===== src/rtl/axi_rd_arbiter.sv =====
// Two-master AXI read arbiter: round-robin AR grant onto one slave port, R burst routed
// back to the granted master until RLAST, with a sticky burst-length error flag.
module axi_rd_arbiter #(
  parameter int unsigned ID_BITS   = 4,
  parameter int unsigned ADDR_BITS = 32,
  parameter int unsigned DATA_BITS = 32,
  parameter int unsigned LEN_BITS  = 4
) (
  input  logic                 AXI_CLK_i,
  input  logic                 AXI_RST_i,
  input  logic [ID_BITS-1:0]   ARID_M0_i,
  input  logic [ADDR_BITS-1:0] ARADDR_M0_i,
  input  logic [LEN_BITS-1:0]  ARLEN_M0_i,
  input  logic [2:0]           ARSIZE_M0_i,
  input  logic [1:0]           ARBURST_M0_i,
  input  logic                 ARVALID_M0_i,
  output logic                 ARREADY_M0_o,
  output logic [ID_BITS-1:0]   RID_M0_o,
  output logic [DATA_BITS-1:0] RDATA_M0_o,
  output logic [1:0]           RRESP_M0_o,
  output logic                 RLAST_M0_o,
  output logic                 RVALID_M0_o,
  input  logic                 RREADY_M0_i,
  input  logic [ID_BITS-1:0]   ARID_M1_i,
  input  logic [ADDR_BITS-1:0] ARADDR_M1_i,
  input  logic [LEN_BITS-1:0]  ARLEN_M1_i,
  input  logic [2:0]           ARSIZE_M1_i,
  input  logic [1:0]           ARBURST_M1_i,
  input  logic                 ARVALID_M1_i,
  output logic                 ARREADY_M1_o,
  output logic [ID_BITS-1:0]   RID_M1_o,
  output logic [DATA_BITS-1:0] RDATA_M1_o,
  output logic [1:0]           RRESP_M1_o,
  output logic                 RLAST_M1_o,
  output logic                 RVALID_M1_o,
  input  logic                 RREADY_M1_i,
  output logic [ID_BITS:0]     ARID_S_o,
  output logic [ADDR_BITS-1:0] ARADDR_S_o,
  output logic [LEN_BITS-1:0]  ARLEN_S_o,
  output logic [2:0]           ARSIZE_S_o,
  output logic [1:0]           ARBURST_S_o,
  output logic                 ARVALID_S_o,
  input  logic                 ARREADY_S_i,
  input  logic [ID_BITS:0]     RID_S_i,
  input  logic [DATA_BITS-1:0] RDATA_S_i,
  input  logic [1:0]           RRESP_S_i,
  input  logic                 RLAST_S_i,
  input  logic                 RVALID_S_i,
  output logic                 RREADY_S_o,
  output logic                 ERR_o
);

  typedef enum logic [1:0] {
    IDLE = 2'd0,
    ADDR = 2'd1,
    DATA = 2'd2
  } state_t;

  state_t              state_q, state_d;
  logic                grant_q, grant_d;
  logic                last_grant_q, last_grant_d;
  logic                err_q, err_d;
  logic [LEN_BITS-1:0] beat_cnt_q, beat_cnt_d;
  logic [LEN_BITS-1:0] len_q, len_d;

  // Routing relies on the latched grant, so the slave-side ID MSB is never decoded.
  logic unused_rid_msb;
  assign unused_rid_msb = RID_S_i[ID_BITS];

  assign ERR_o = err_q;

  always_ff @(posedge AXI_CLK_i or posedge AXI_RST_i) begin
    if (AXI_RST_i) begin
      state_q      <= IDLE;
      grant_q      <= 1'b0;
      last_grant_q <= 1'b1;
      err_q        <= 1'b0;
      beat_cnt_q   <= '0;
      len_q        <= '0;
    end else begin
      state_q      <= state_d;
      grant_q      <= grant_d;
      last_grant_q <= last_grant_d;
      err_q        <= err_d;
      beat_cnt_q   <= beat_cnt_d;
      len_q        <= len_d;
    end
  end

  always_comb begin
    state_d      = state_q;
    grant_d      = grant_q;
    last_grant_d = last_grant_q;
    err_d        = err_q;
    beat_cnt_d   = beat_cnt_q;
    len_d        = len_q;

    ARREADY_M0_o = 1'b0;
    ARREADY_M1_o = 1'b0;
    ARID_S_o     = '0;
    ARADDR_S_o   = '0;
    ARLEN_S_o    = '0;
    ARSIZE_S_o   = '0;
    ARBURST_S_o  = '0;
    ARVALID_S_o  = 1'b0;
    RREADY_S_o   = 1'b0;
    RID_M0_o     = '0;
    RDATA_M0_o   = '0;
    RRESP_M0_o   = '0;
    RLAST_M0_o   = 1'b0;
    RVALID_M0_o  = 1'b0;
    RID_M1_o     = '0;
    RDATA_M1_o   = '0;
    RRESP_M1_o   = '0;
    RLAST_M1_o   = 1'b0;
    RVALID_M1_o  = 1'b0;

    case (state_q)
      IDLE: begin
        // Tie goes to the master that did not win last time.
        if (ARVALID_M0_i || ARVALID_M1_i) begin
          grant_d = (ARVALID_M0_i && ARVALID_M1_i) ? ~last_grant_q : ARVALID_M1_i;
          state_d = ADDR;
        end
      end

      ADDR: begin
        if (grant_q) begin
          ARID_S_o     = {1'b1, ARID_M1_i};
          ARADDR_S_o   = ARADDR_M1_i;
          ARLEN_S_o    = ARLEN_M1_i;
          ARSIZE_S_o   = ARSIZE_M1_i;
          ARBURST_S_o  = ARBURST_M1_i;
          ARVALID_S_o  = ARVALID_M1_i;
          ARREADY_M1_o = ARREADY_S_i;
        end else begin
          ARID_S_o     = {1'b0, ARID_M0_i};
          ARADDR_S_o   = ARADDR_M0_i;
          ARLEN_S_o    = ARLEN_M0_i;
          ARSIZE_S_o   = ARSIZE_M0_i;
          ARBURST_S_o  = ARBURST_M0_i;
          ARVALID_S_o  = ARVALID_M0_i;
          ARREADY_M0_o = ARREADY_S_i;
        end
        if (ARVALID_S_o && ARREADY_S_i) begin
          len_d      = ARLEN_S_o;
          beat_cnt_d = '0;
          state_d    = DATA;
        end
      end

      DATA: begin
        RREADY_S_o = grant_q ? RREADY_M1_i : RREADY_M0_i;
        if (grant_q) begin
          RID_M1_o    = RID_S_i[ID_BITS-1:0];
          RDATA_M1_o  = RDATA_S_i;
          RRESP_M1_o  = RRESP_S_i;
          RLAST_M1_o  = RLAST_S_i;
          RVALID_M1_o = RVALID_S_i;
        end else begin
          RID_M0_o    = RID_S_i[ID_BITS-1:0];
          RDATA_M0_o  = RDATA_S_i;
          RRESP_M0_o  = RRESP_S_i;
          RLAST_M0_o  = RLAST_S_i;
          RVALID_M0_o = RVALID_S_i;
        end
        // RLAST must coincide exactly with the final beat of the requested length.
        if (RVALID_S_i && RREADY_S_o) begin
          beat_cnt_d = beat_cnt_q + LEN_BITS'(1);
          if (RLAST_S_i != (beat_cnt_q == len_q)) begin
            err_d = 1'b1;
          end
          if (RLAST_S_i) begin
            last_grant_d = grant_q;
            state_d      = IDLE;
          end
        end
      end

      default: state_d = IDLE;
    endcase
  end

endmodule


===== config.mk =====
export PLATFORM = sky130hd
export DESIGN_NAME = axi_rd_arbiter
export DESIGN_NICKNAME = d
export VERILOG_FILES = /design/src/rtl/axi_rd_arbiter.sv
export SDC_FILE = /design/constraint.sdc
export NUM_CORES = 1
export LEC_CHECK = 0
export ABC_AREA = 1
export ABC_CLOCK_PERIOD_IN_PS = 1250
export BUFFER_PORTS_ARGS = -buffer_cell sky130_fd_sc_hd__clkbuf_2
export CAP_MARGIN = 20
export CORE_AREA = 2 2 105 107
export CTS_CLUSTER_SIZE = 12
export DETAILED_ROUTE_END_ITERATION = 16
export DIE_AREA = 0 0 107 109
export PLACE_DENSITY = 0.52
export SETUP_SLACK_MARGIN = 0.2
export SLEW_MARGIN = 20
export SYNTH_ARGS = -nofsm -noshare
export SYNTH_HDL_FRONTEND = slang
export SYNTH_SLANG_ARGS = --single-unit

===== constraint.sdc =====
create_clock -name AXI_CLK_i -period 1.25 [get_ports AXI_CLK_i]
set_input_delay 0.25 -clock AXI_CLK_i [delete_from_list [all_inputs] [get_ports AXI_CLK_i]]
set_output_delay 0.25 -clock AXI_CLK_i [all_outputs]
set_load 0.05 [all_outputs]

# After elaboration in Yosys (flattened, before gate mapping)
# Cells that the tools add are included.
[totals] ff_bits=13 in_bits=138 output_inout_bits=131 wordCells=76
[op_classes] n_addsub=1 eq_ne=8 muxes=48 bitwise=1 n_reduce_logical=12
[op_table] operator="32-bit 2-to-1 mux" n=6
[op_table] operator="4-bit 2-to-1 mux" n=8
[op_table] operator="2-bit 2-to-1 mux" n=10
[op_table] operator="1-bit 2-to-1 mux" n=18
[op_table] operator="5-bit 2-to-1 mux" n=2
[op_table] operator="3-bit AND reduction" n=3
[op_table] operator="2-bit != test, second input constant" n=4
[op_table] operator="4-bit one-hot mux with 2 select lines" n=1
[op_table] operator="3-bit 2-to-1 mux" n=2
[op_table] operator="2-bit one-hot mux with 3 select lines" n=1
[op_table] operator="4-bit by 1-bit adder with 4-bit output, second input constant" n=1
[op_table] operator="4-bit == test" n=1
[op_table] operator="2-bit AND reduction" n=2
[op_table] operator="4-bit AND reduction" n=1
[op_table] operator="1-bit logical AND" n=3
[op_table] operator="2-bit by 1-bit == test with 1-bit output, second input constant" n=1
[op_table] operator="2-bit == test, second input constant" n=1
[op_table] operator="2-bit zero test" n=1
[op_table] operator="2-bit nonzero test" n=1
[op_table] operator="1-bit logical OR" n=1
[op_table] operator="1-bit != test" n=1
[op_table] operator="1-bit inverter" n=1

# Logic depth before layout (Yosys ltp)
# Gate-level depths: netlist of run 1.
[logic_depth] word_depth=5 mapped_depth=8 depth_no_buf=8

# Worst setup path after synthesis of run 1
# Ideal clock, no wire load.
[synth_timing] kind="register to output" startpoint="reg grant_q" endpoint="out ARREADY_M1_o" arrival_time_ns=1.862 t_required_ns=1.000 setup_slack_ns=-0.862 path_stages_with_launch=5 cell_sequence="dfrtp_1 -> inv_2 -> buf_2 -> buf_2 -> nor3_1"
[synth_between] elab_chain_cells=2
[synth_lines] item="from (decl)" line="60" source="logic grant_q, grant_d;"
[synth_lines] item="from (signal assigned)" line="82" source="grant_q <= grant_d;"
[synth_lines] item="1-bit 2-to-1 mux" line="128" source="if (grant_q) begin"
[synth_lines] item="1-bit 2-to-1 mux" line="118" source="case (state_q)"
[synth_lines] item="to (decl)" line="30" source="output logic ARREADY_M1_o,"
# No other way between the ends.

# Worst setup path after layout of run 1
[layout_timing] startpoint="reg state_q[1]" endpoint="out ARREADY_M0_o"
[layout_between] elab_chain_cells=2
[layout_lines] item="from (decl)" line="59" source="state_t state_q, state_d;"
[layout_lines] item="from (signal assigned)" line="81" source="state_q <= state_d;"
[layout_lines] item="2-bit by 1-bit == test with 1-bit output" line="118"
[layout_lines] item="1-bit 2-to-1 mux" line="118"
[layout_lines] item="to (decl)" line="17" source="output logic ARREADY_M0_o,"
# No other way between the ends.

==> flow_summary.toml, run 1 <==
[power]
peakVddDrop_v = 0.001943
p_switching_uw = 7897
pwr-share-comb_pct = 92.2
power_density_nw_per_um2 = 2050
clkPwrFrac_pct = 2.7
internal_power_uw = 6189
switching_share_pct = 56.06
p_leak_uw = 0.003188
p_seq_share_pct = 5.1

[grt]
grt_max_degree = 18
grt_pass1_vias = 3719
grt_usage_pct = 19.28
use_met1_pct = 19.31
top_usage_layer = "met2"
overflow = 0
met2_usage_pct = 40.49
grt_first_pass_wirelength_um = 18170
met3_usage_pct = 2.929
grt_antenna_before_repair = 0

[synthesis]
syn-num-nets = 532
async_flop_share_pct = 100.0
synthesis.instances = 393
seq_area_frac_synth_pct = 16.98
yosysUniqueCellTypes = 21
synth-edff-count = 0
syn-mean-instance-area_sq_um = 4.893
ys_ff_latch = 13
ys_warn_count = 0
synthFlopType = "dfrtp_1"
synth_area_sq_um = 1923

[floorplanning]
ios = 269
dieArea_sq_um = 11660
coreArea_sq_um = 10600
rows = 38
fp.dieH_um = 109
initial_core_util_pct = 18.14
die_w_um = 107

[clock_tree]
numClockSinks = 13
clock_latency_ns = 0.24
cts_tree = "yes"
numCtsBuffers = 3
cts_htree_levels = 1
clockBufferDepth = 2
clk_pin_slew_ns = 0.06
root_buffer = "clkbuf_8"

[worst_setup_path]
reg2reg_from = "state_q[0]$_DFFE_PP0P_"
start_kind = "register"
ff2ff_path_depth = 10
crit_type = "reg2out"
crit_fanout = 14
reg2reg_slack_ns = -0.24
critPathCaptureType = "output pin"
r2r_end = "ERR_o$_DFFE_PP0P_"
arrival_ns = 1.52
cp.required_ns = 1.00

[finish]
register_area_sq_um = 327.8
layout-drive-gt1-share_pct = 72.02
fillerInstances = 824
n_antenna_cell = 0
syn_to_final_growth_pct = 257.4
multiInputGateArea_sq_um = 2557
layout_commonest_cell = "clkbuf_2"
nets = 837
final_cells = 837
final_cell_mix = "clkbuf_2, nand2_1, nor2_4"

[sta]
setup_viol = 141
timing.fmax_mhz = 564.7
fin_skew_ns = 0.001805
maxSlewViolCount = 0
slew_headroom_pct = 65.62
holdWs_ns = 0.007456
rsz0062_at_grt = "true"
hold_viol = 0
fin_ws_ns = -0.5209
worst_pin_slew_ns = 0.5151
fin_crit_sh_pct = 141.7
fin_crit_ns = 1.771

[job]
cap_violations = 0

[place]
numPortBuffers = 267
dp_cells = 813
dp_hpwl_um = 8966
globalplace.congestion = 0.8620

[detailed_routing]
first_iter_violations = 117
drc = 0
num_vias = 3667
first_pass_iters = 4
viasPerCell = 4.381
wirelength_um = 12830
avgRoutedWirePerCell_um = 15.32
ant_nets = 0

[status]
failed_checks = "negative setup slack"
status = "finished with violations"

[min_path]
hp-class = "in2async"
-- cell usage after synthesis (2+ instances only) --
cell type	number	area, sq um
nor2_2	2	12.51
mux2i_1	4	40.04
a21oi_1	42	210.2
nand2_1	130	488.0
buf_2	20	100.1
inv_2	4	15.01
nor3_1	2	10.01
nor2_1	91	341.6
nand4_1	4	25.02
nand2_2	2	12.51
inv_1	58	217.7
nand3_1	7	35.03
o21ai_1	7	35.03
dfrtp_1	12	300.3
clkbuf_1	2	7.510
-- critical path, stage by stage, from the launching register on --
cell     delay, ns
dfrtp_1       0.43
nor2_2        0.18
inv_4         0.10
buf_12        0.18
nor3_4        0.22
buf_12        0.16
-- sequential cells by signal, summed over array words and instances, names as in the netlist --
register      count
beat_cnt_q        4
len_q             4
state_q           2
ERR_o             1
grant_q           1
last_grant_q      1
-- cells by family after synthesis --
logic type,synth area share [%]
xor+xnor,0.4555
compound gates,12.75
mux,2.082
fa+ha+maj,0.6505
simple gates,48.99
buf+inv,18.09
flops,16.98
-- through the flow --
stage	setup slack [ns]	instance area (sq um)	setup TNS, ns	total power [uW]	util [%]
finish	-0.5209	6873	-60.29	14090	64.82
global route	-0.5981	6873	-70.89	14680	64.82
CTS	-0.5183	6623	-59.92	13540	62.46
detailed placement	-0.3969	5418	-33.82	11480	51.10
global placement	-0.3190	5418	-30.60	11380	51.10
floorplan	-0.2530	3289	-27.08	8370	-
-- power by group through the flow --
stage          registers, uW  clock network [uW]  logic, uW
6_report                 714                 385      13000
5_1_grt                  738                 401      13500
4_1_cts                  703                 384      12400
3_5_place_dp             692                   0      10800
3_3_place_gp             682                   0      10700
2_1_floorplan            677                   0       7690
-- layer usage --
layer,up-vias,wire [um]
met5,-,0
met4,0,330
met3,27,748
met2,144,7301
met1,1710,4447
li1,1786,-
-- area by class of cell --
cell class | instances | area share [%]
timing repair buffer | 323 | 51.21
inverter | 62 | 3.605
clock buffer | 4 | 0.6554
tap | 140 | 2.549
multi-input combinational | 295 | 37.21
sequential | 13 | 4.770
-- repair_timing --
item,4_1_cts,5_1_grt
gates resized for setup,229,70
endpoints found under the setup margin,144,144
pin swaps,14,17
hold buffers,0,0
hold endpoints to repair,0,0
cloned,3,3
buffers inserted,9,5
-- worst max path at each step --
stage | from | to | slack [ns] | cells after the start
3_5_place_dp | grant_q$_DFFE_PP0P_ | ARBURST_S_o[1] | -0.40 | 5
3_3_place_gp | grant_q$_DFFE_PP0P_ | ARADDR_S_o[10] | -0.32 | 5
6_report | state_q[1]$_DFFE_PP0P_ | ARREADY_M0_o | -0.52 | 5
2_1_floorplan | state_q[1]$_DFFE_PP0P_ | ARREADY_M0_o | -0.25 | 4
5_1_grt | state_q[0]$_DFFE_PP0P_ | RID_M0_o[1] | -0.60 | 8
4_1_cts | state_q[1]$_DFFE_PP0P_ | ARREADY_M0_o | -0.52 | 5
(Power assumes the default switching activity.)
==> inputs of run 2 (changes only) <==
- GPL_TIMING_DRIVEN: not set -> 0
==> run 2 against run 1 <==
The run still ends with negative setup slack left. Wire length is 1.9% lower. Hold slack better by 0.0086 ns. Combinational power is 7% higher. Clock skew is 0.0014 ns lower. Sequential cell count stayed put. Critical path depth is 2 higher. Cell count is 0.12% higher. Total power is 6.6% higher. Fmax is 1.2% higher. Critical path type unchanged. Largest power group unchanged.
==> flow_summary.toml, run 2 (synthesized netlist as in run 1, its figures left out) <==
[status]
status = "finished with violations"
failed_checks = "negative setup slack"

[worst_setup_path]
timing.critical_path.buf_inv = 4
reg2reg_slack_ns = -0.29
crit_fanout = 8
crit_cells = 7
critPathCaptureType = "output pin"
arrival_ns = 1.50
start_kind = "register"
crit_type = "reg2out"
reg2reg_from = "state_q[1]$_DFFE_PP0P_"
r2r_end = "last_grant_q$_DFFE_PP1P_"
cp.required_ns = 1.00
crit_family = "buffers and inverters"
slowest_stage = "dfrtp_1"
crit_end = "RDATA_M1_o[16]"
crit_top_cell = "nand2_8"
cp_slowest_stage_delay_ns = 0.41
crit_chain = "buf_6 -> nand2_8 -> clkinv_8 -> nand2_8 -> buf_16 -> nor2_4 -> buf_8"
ff2ff_path_depth = 10
critPathLaunch = "state_q[1]$_DFFE_PP0P_"

[power]
peakVddDrop_v = 0.001713
power_density_nw_per_um2 = 2139
p_leak_uw = 0.003235

[sta]
fin_crit_sh_pct = 140.0
fin_skew_ns = 0.0003882
setup_viol = 141
fin_crit_ns = 1.750
maxSlewViolCount = 0
slew_headroom_pct = 65.64
timing.fmax_mhz = 571.3
hold_viol = 0
rsz0062_at_grt = "true"
fin_ws_ns = -0.5004
holdWs_ns = 0.01601
worst_pin_slew_ns = 0.5149

[grt]
grt_first_pass_wirelength_um = 18060
grt_pass1_vias = 3690
grt_usage_pct = 19.15
grt_max_degree = 14
overflow = 0
grt_antenna_before_repair = 0

[detailed_routing]
ant_nets = 0
wirelength_um = 12590
first_iter_violations = 110
num_vias = 3677
avgRoutedWirePerCell_um = 15.02
first_pass_iters = 4
drc = 0
viasPerCell = 4.388

[place]
dp_hpwl_um = 8847
numPortBuffers = 267
dp_cells = 800
placed_area_sq_um = 4801
post-place-ws_ns = -0.4986
globalplace.congestion = 0.8511

[clock_tree]
clk_pin_slew_ns = 0.06
cts_tree = "yes"
numClockSinks = 13
clockBufferDepth = 2
clock_latency_ns = 0.24
numCtsBuffers = 3
cts_htree_levels = 1
root_buffer = "clkbuf_8"

[finish]
layout-drive-gt1-share_pct = 73.78
reg_top3 = "beat_cnt_q x4, len_q x4, state_q x2"
final_cell_mix = "clkbuf_2, buf_8, nand2_1"
layout_commonest_cell = "clkbuf_2"
final_cells = 838
multiInputGateArea_sq_um = 2600
design_area_sq_um = 7023
fillerInstances = 794
n_antenna_cell = 0
nets = 838
syn_to_final_growth_pct = 265.2
register_area_sq_um = 327.8

[floorplanning]
rows = 38
die_w_um = 107
coreArea_sq_um = 10600
ios = 269
initial_core_util_pct = 18.14
fp.dieH_um = 109
dieArea_sq_um = 11660

[min_path]
hp-class = "in2async"

[job]
cap_violations = 0
[run 2: changes by cell type in the layout (fill, tap and decap cells not counted), sizes merged]
cell / previous run / this run
buf: 123 / 178
clkbuf: 204 / 149
inv: 62 / 61
clkinv: 0 / 2
[run 2: layout make-up]
cell class              instances  area share [%]
repair buffers                301           45.31
flip-flops and latches         13           4.668
clock buffers                   3          0.5879
plain buffers                  23           6.289
clock inverters                 1         0.07126
inverters                      62           3.563
multi-input cells             295           37.02
well taps                     140           2.494
[run 2: power breakdown]
group          switching, uW  internal, uW  leakage, uW
combinational           7900          6050      0.00305
sequential               134           567     0.000160
clock                    148           220    0.0000255
[run 2: worst min path at each step]
stage	startpoint	to	slack, ns	depth (start not counted)
floorplan	AXI_RST_i	ERR_o$_DFFE_PP0P_	0.13	1
global placement	AXI_RST_i	ERR_o$_DFFE_PP0P_	0.29	2
detailed placement	AXI_RST_i	len_q[1]$_DFFE_PP0P_	0.29	2
CTS	AXI_RST_i	len_q[1]$_DFFE_PP0P_	0.03	2
global route	AXI_RST_i	len_q[2]$_DFFE_PP0P_	0.05	2
finish	AXI_RST_i	len_q[1]$_DFFE_PP0P_	0.02	2
[run 2: repair_timing]
item / 4_1_cts / 5_1_grt
hold buffers: 0 / 0
endpoints found under the setup margin: 144 / 144
gates cloned: 6 / 5
pin swaps: 13 / 25
resized for setup: 321 / 175
setup buffers: 15 / 8
[run 2: layer usage]
| metal | global-route usage [%] | vias up | share of wire (%) |
|---|---|---|---|
| met1 | 20.43 | 1715 | 35 |
| met5 | 0 | - | 0 |
| met4 | 3.896 | 0 | 2.4 |
| met3 | 3.048 | 26 | 6.0 |
| li1 | - | 1791 | - |
| met2 | 39.22 | 145 | 57 |
[run 2: stage by stage]
| stage | total power [uW] | util, % | setup TNS (ns) |
|---|---|---|---|
| 6_report | 15020 | 66.24 | -61.92 |
| 5_1_grt | 15640 | 66.24 | -70.56 |
| 4_1_cts | 13540 | 61.51 | -62.50 |
| 3_5_place_dp | 10060 | 45.28 | -49.01 |
| 3_3_place_gp | 10000 | 45.28 | -47.84 |
| 2_1_floorplan | 8370 | - | -27.08 |
==> inputs of run 3 (changes only) <==
- SETUP_SLACK_MARGIN: 0.2 -> 0.5
==> run 3 against run 2 <==
The run still ends with negative setup slack left. Via count decreased by 0.52%. Sequential power is 3.0% higher. Combinational power about the same. Wire length grew 1.5%.
==> flow_summary.toml, run 3 (synthesized netlist as in run 1, its figures left out) <==
[status]
status = "finished with violations"
failed_checks = "negative setup slack"

[sta]
hold_viol = 0
worst_pin_slew_ns = 0.5205
fin_crit_sh_pct = 141.1
slew_headroom_pct = 65.26
fin_skew_ns = 0.003912
timing.fmax_mhz = 566.9
maxSlewViolCount = 0
rsz0062_at_grt = "true"
fin_ws_ns = -0.5140
fin_crit_ns = 1.764
holdWs_ns = 0.009899
setup_viol = 141

[clock_tree]
numCtsBuffers = 3
cts_htree_levels = 1
root_buffer = "clkbuf_8"
clk_pin_slew_ns = 0.06
cts_tree = "yes"
numClockSinks = 13
clock_latency_ns = 0.24
clockBufferDepth = 2
holdBufCountCts = 0

[finish]
layout-drive-gt1-share_pct = 74.50
syn_to_final_growth_pct = 263.0
post-route-util_pct = 65.84
reg_top3 = "beat_cnt_q x4, len_q x4, state_q x2"
final_cell_mix = "clkbuf_2, buf_8, nand2_1"
layout_commonest_cell = "clkbuf_2"
nets = 834
n_antenna_cell = 0
design_area_sq_um = 6980

[power]
clkPwrFrac_pct = 2.6
switching_share_pct = 55.89
power_density_nw_per_um2 = 2103
p_seq_share_pct = 4.9
p_leak_uw = 0.003215
internal_power_uw = 6476
peakVddDrop_v = 0.002251
pwr-share-comb_pct = 92.5
p_switching_uw = 8205
power.total_uw = 14680

[grt]
met2_usage_pct = 39.22
use_met1_pct = 21.16
met3_usage_pct = 2.690
grt_pass1_vias = 3748
grt_max_degree = 14
grt_first_pass_wirelength_um = 18520
grt_usage_pct = 19.62
top_usage_layer = "met2"
grt_antenna_before_repair = 0
overflow = 0

[floorplanning]
fp.dieH_um = 109
dieArea_sq_um = 11660
rows = 38
coreArea_sq_um = 10600
ios = 269
initial_core_util_pct = 18.14
die_w_um = 107

[place]
globalplace.congestion = 0.8492
numPortBuffers = 267
post-place-ws_ns = -0.5025
placed_area_sq_um = 4802
dp_hpwl_um = 9023

[detailed_routing]
first_iter_violations = 75
first_pass_iters = 4
avgRoutedWirePerCell_um = 15.32
drc = 0
ant_nets = 0
viasPerCell = 4.386
wirelength_um = 12780
num_vias = 3658

[worst_setup_path]
start_kind = "register"
crit_fanout = 10
critPathCaptureType = "output pin"
cp.required_ns = 1.00
arrival_ns = 1.51
crit_type = "reg2out"

[job]
cap_violations = 0

[min_path]
hp-class = "in2async"
## run 3: cell types whose count changed in the layout (fill, tap and decap cells not counted), moves of 3 or more
| cell | delta |
|---|---|
| nand2_4 | +10 |
| nand2_1 | -6 |
| clkbuf_16 | -5 |
| mux2i_2 | -4 |
| mux2i_4 | +4 |
| buf_8 | -3 |
| nand2_2 | -3 |
## run 3: worst paths after layout
kind	start	endpoint	slack, ns	cells past startpoint
max	grant_q$_DFFE_PP0P_	RDATA_M0_o[16]	-0.51	6
min	AXI_RST_i	len_q[3]$_DFFE_PP0P_	0.01	2
max reg2reg	grant_q$_DFFE_PP0P_	last_grant_q$_DFFE_PP1P_	-0.23	10
min reg2reg	last_grant_q$_DFFE_PP1P_	last_grant_q$_DFFE_PP1P_	0.47	2
max in group asynchronous	AXI_RST_i	ERR_o$_DFFE_PP0P_	0.86	2
min in group AXI_CLK_i	ARVALID_M1_i	grant_q$_DFFE_PP0P_	0.26	3
## run 3: power groups by stage
stage | registers (uW) | clock network (uW) | logic [uW]
after floorplan | 677 | 0 | 7690
after global placement | 707 | 0 | 9320
after detailed placement | 706 | 0 | 9400
after CTS | 698 | 388 | 12300
after global routing | 743 | 407 | 14100
final | 723 | 384 | 13600
## run 3: timing repair
item,CTS,global route
pin swaps,21,17
gates cloned,5,3
endpoints found under the setup margin,144,144
buffers inserted,17,5
gates resized for setup,333,174
## run 3: stage by stage
stage	TNS, ns	cells
2_1_floorplan	-27.08	393
3_3_place_gp	-48.60	800
3_5_place_dp	-50.11	800
4_1_cts	-63.03	826
5_1_grt	-68.95	834
6_report	-62.93	834
## run 3: routing by layer
metal | part of all wire [%] | vias up
li1 | - | 1790
met1 | 34 | 1705
met2 | 57 | 135
met3 | 5.4 | 28
met4 | 3.0 | 0
met5 | 0 | -
## run 3: critical path, stage by stage (launching register included)
cell	delay, ns
dfrtp_2	0.46
inv_4	0.09
buf_12	0.14
nand2_8	0.11
buf_12	0.18
nor2_4	0.12
buf_8	0.15
## run 3: layout make-up
cell class              count  area [sq um]
fillers                   808          3622
clock buffers               4         45.04
flip-flops and latches     13         330.3
plain buffers              23         407.9
repair buffers            296          3067
well taps                 140         175.2
multi-input cells         296          2713
inverters                  62         242.7
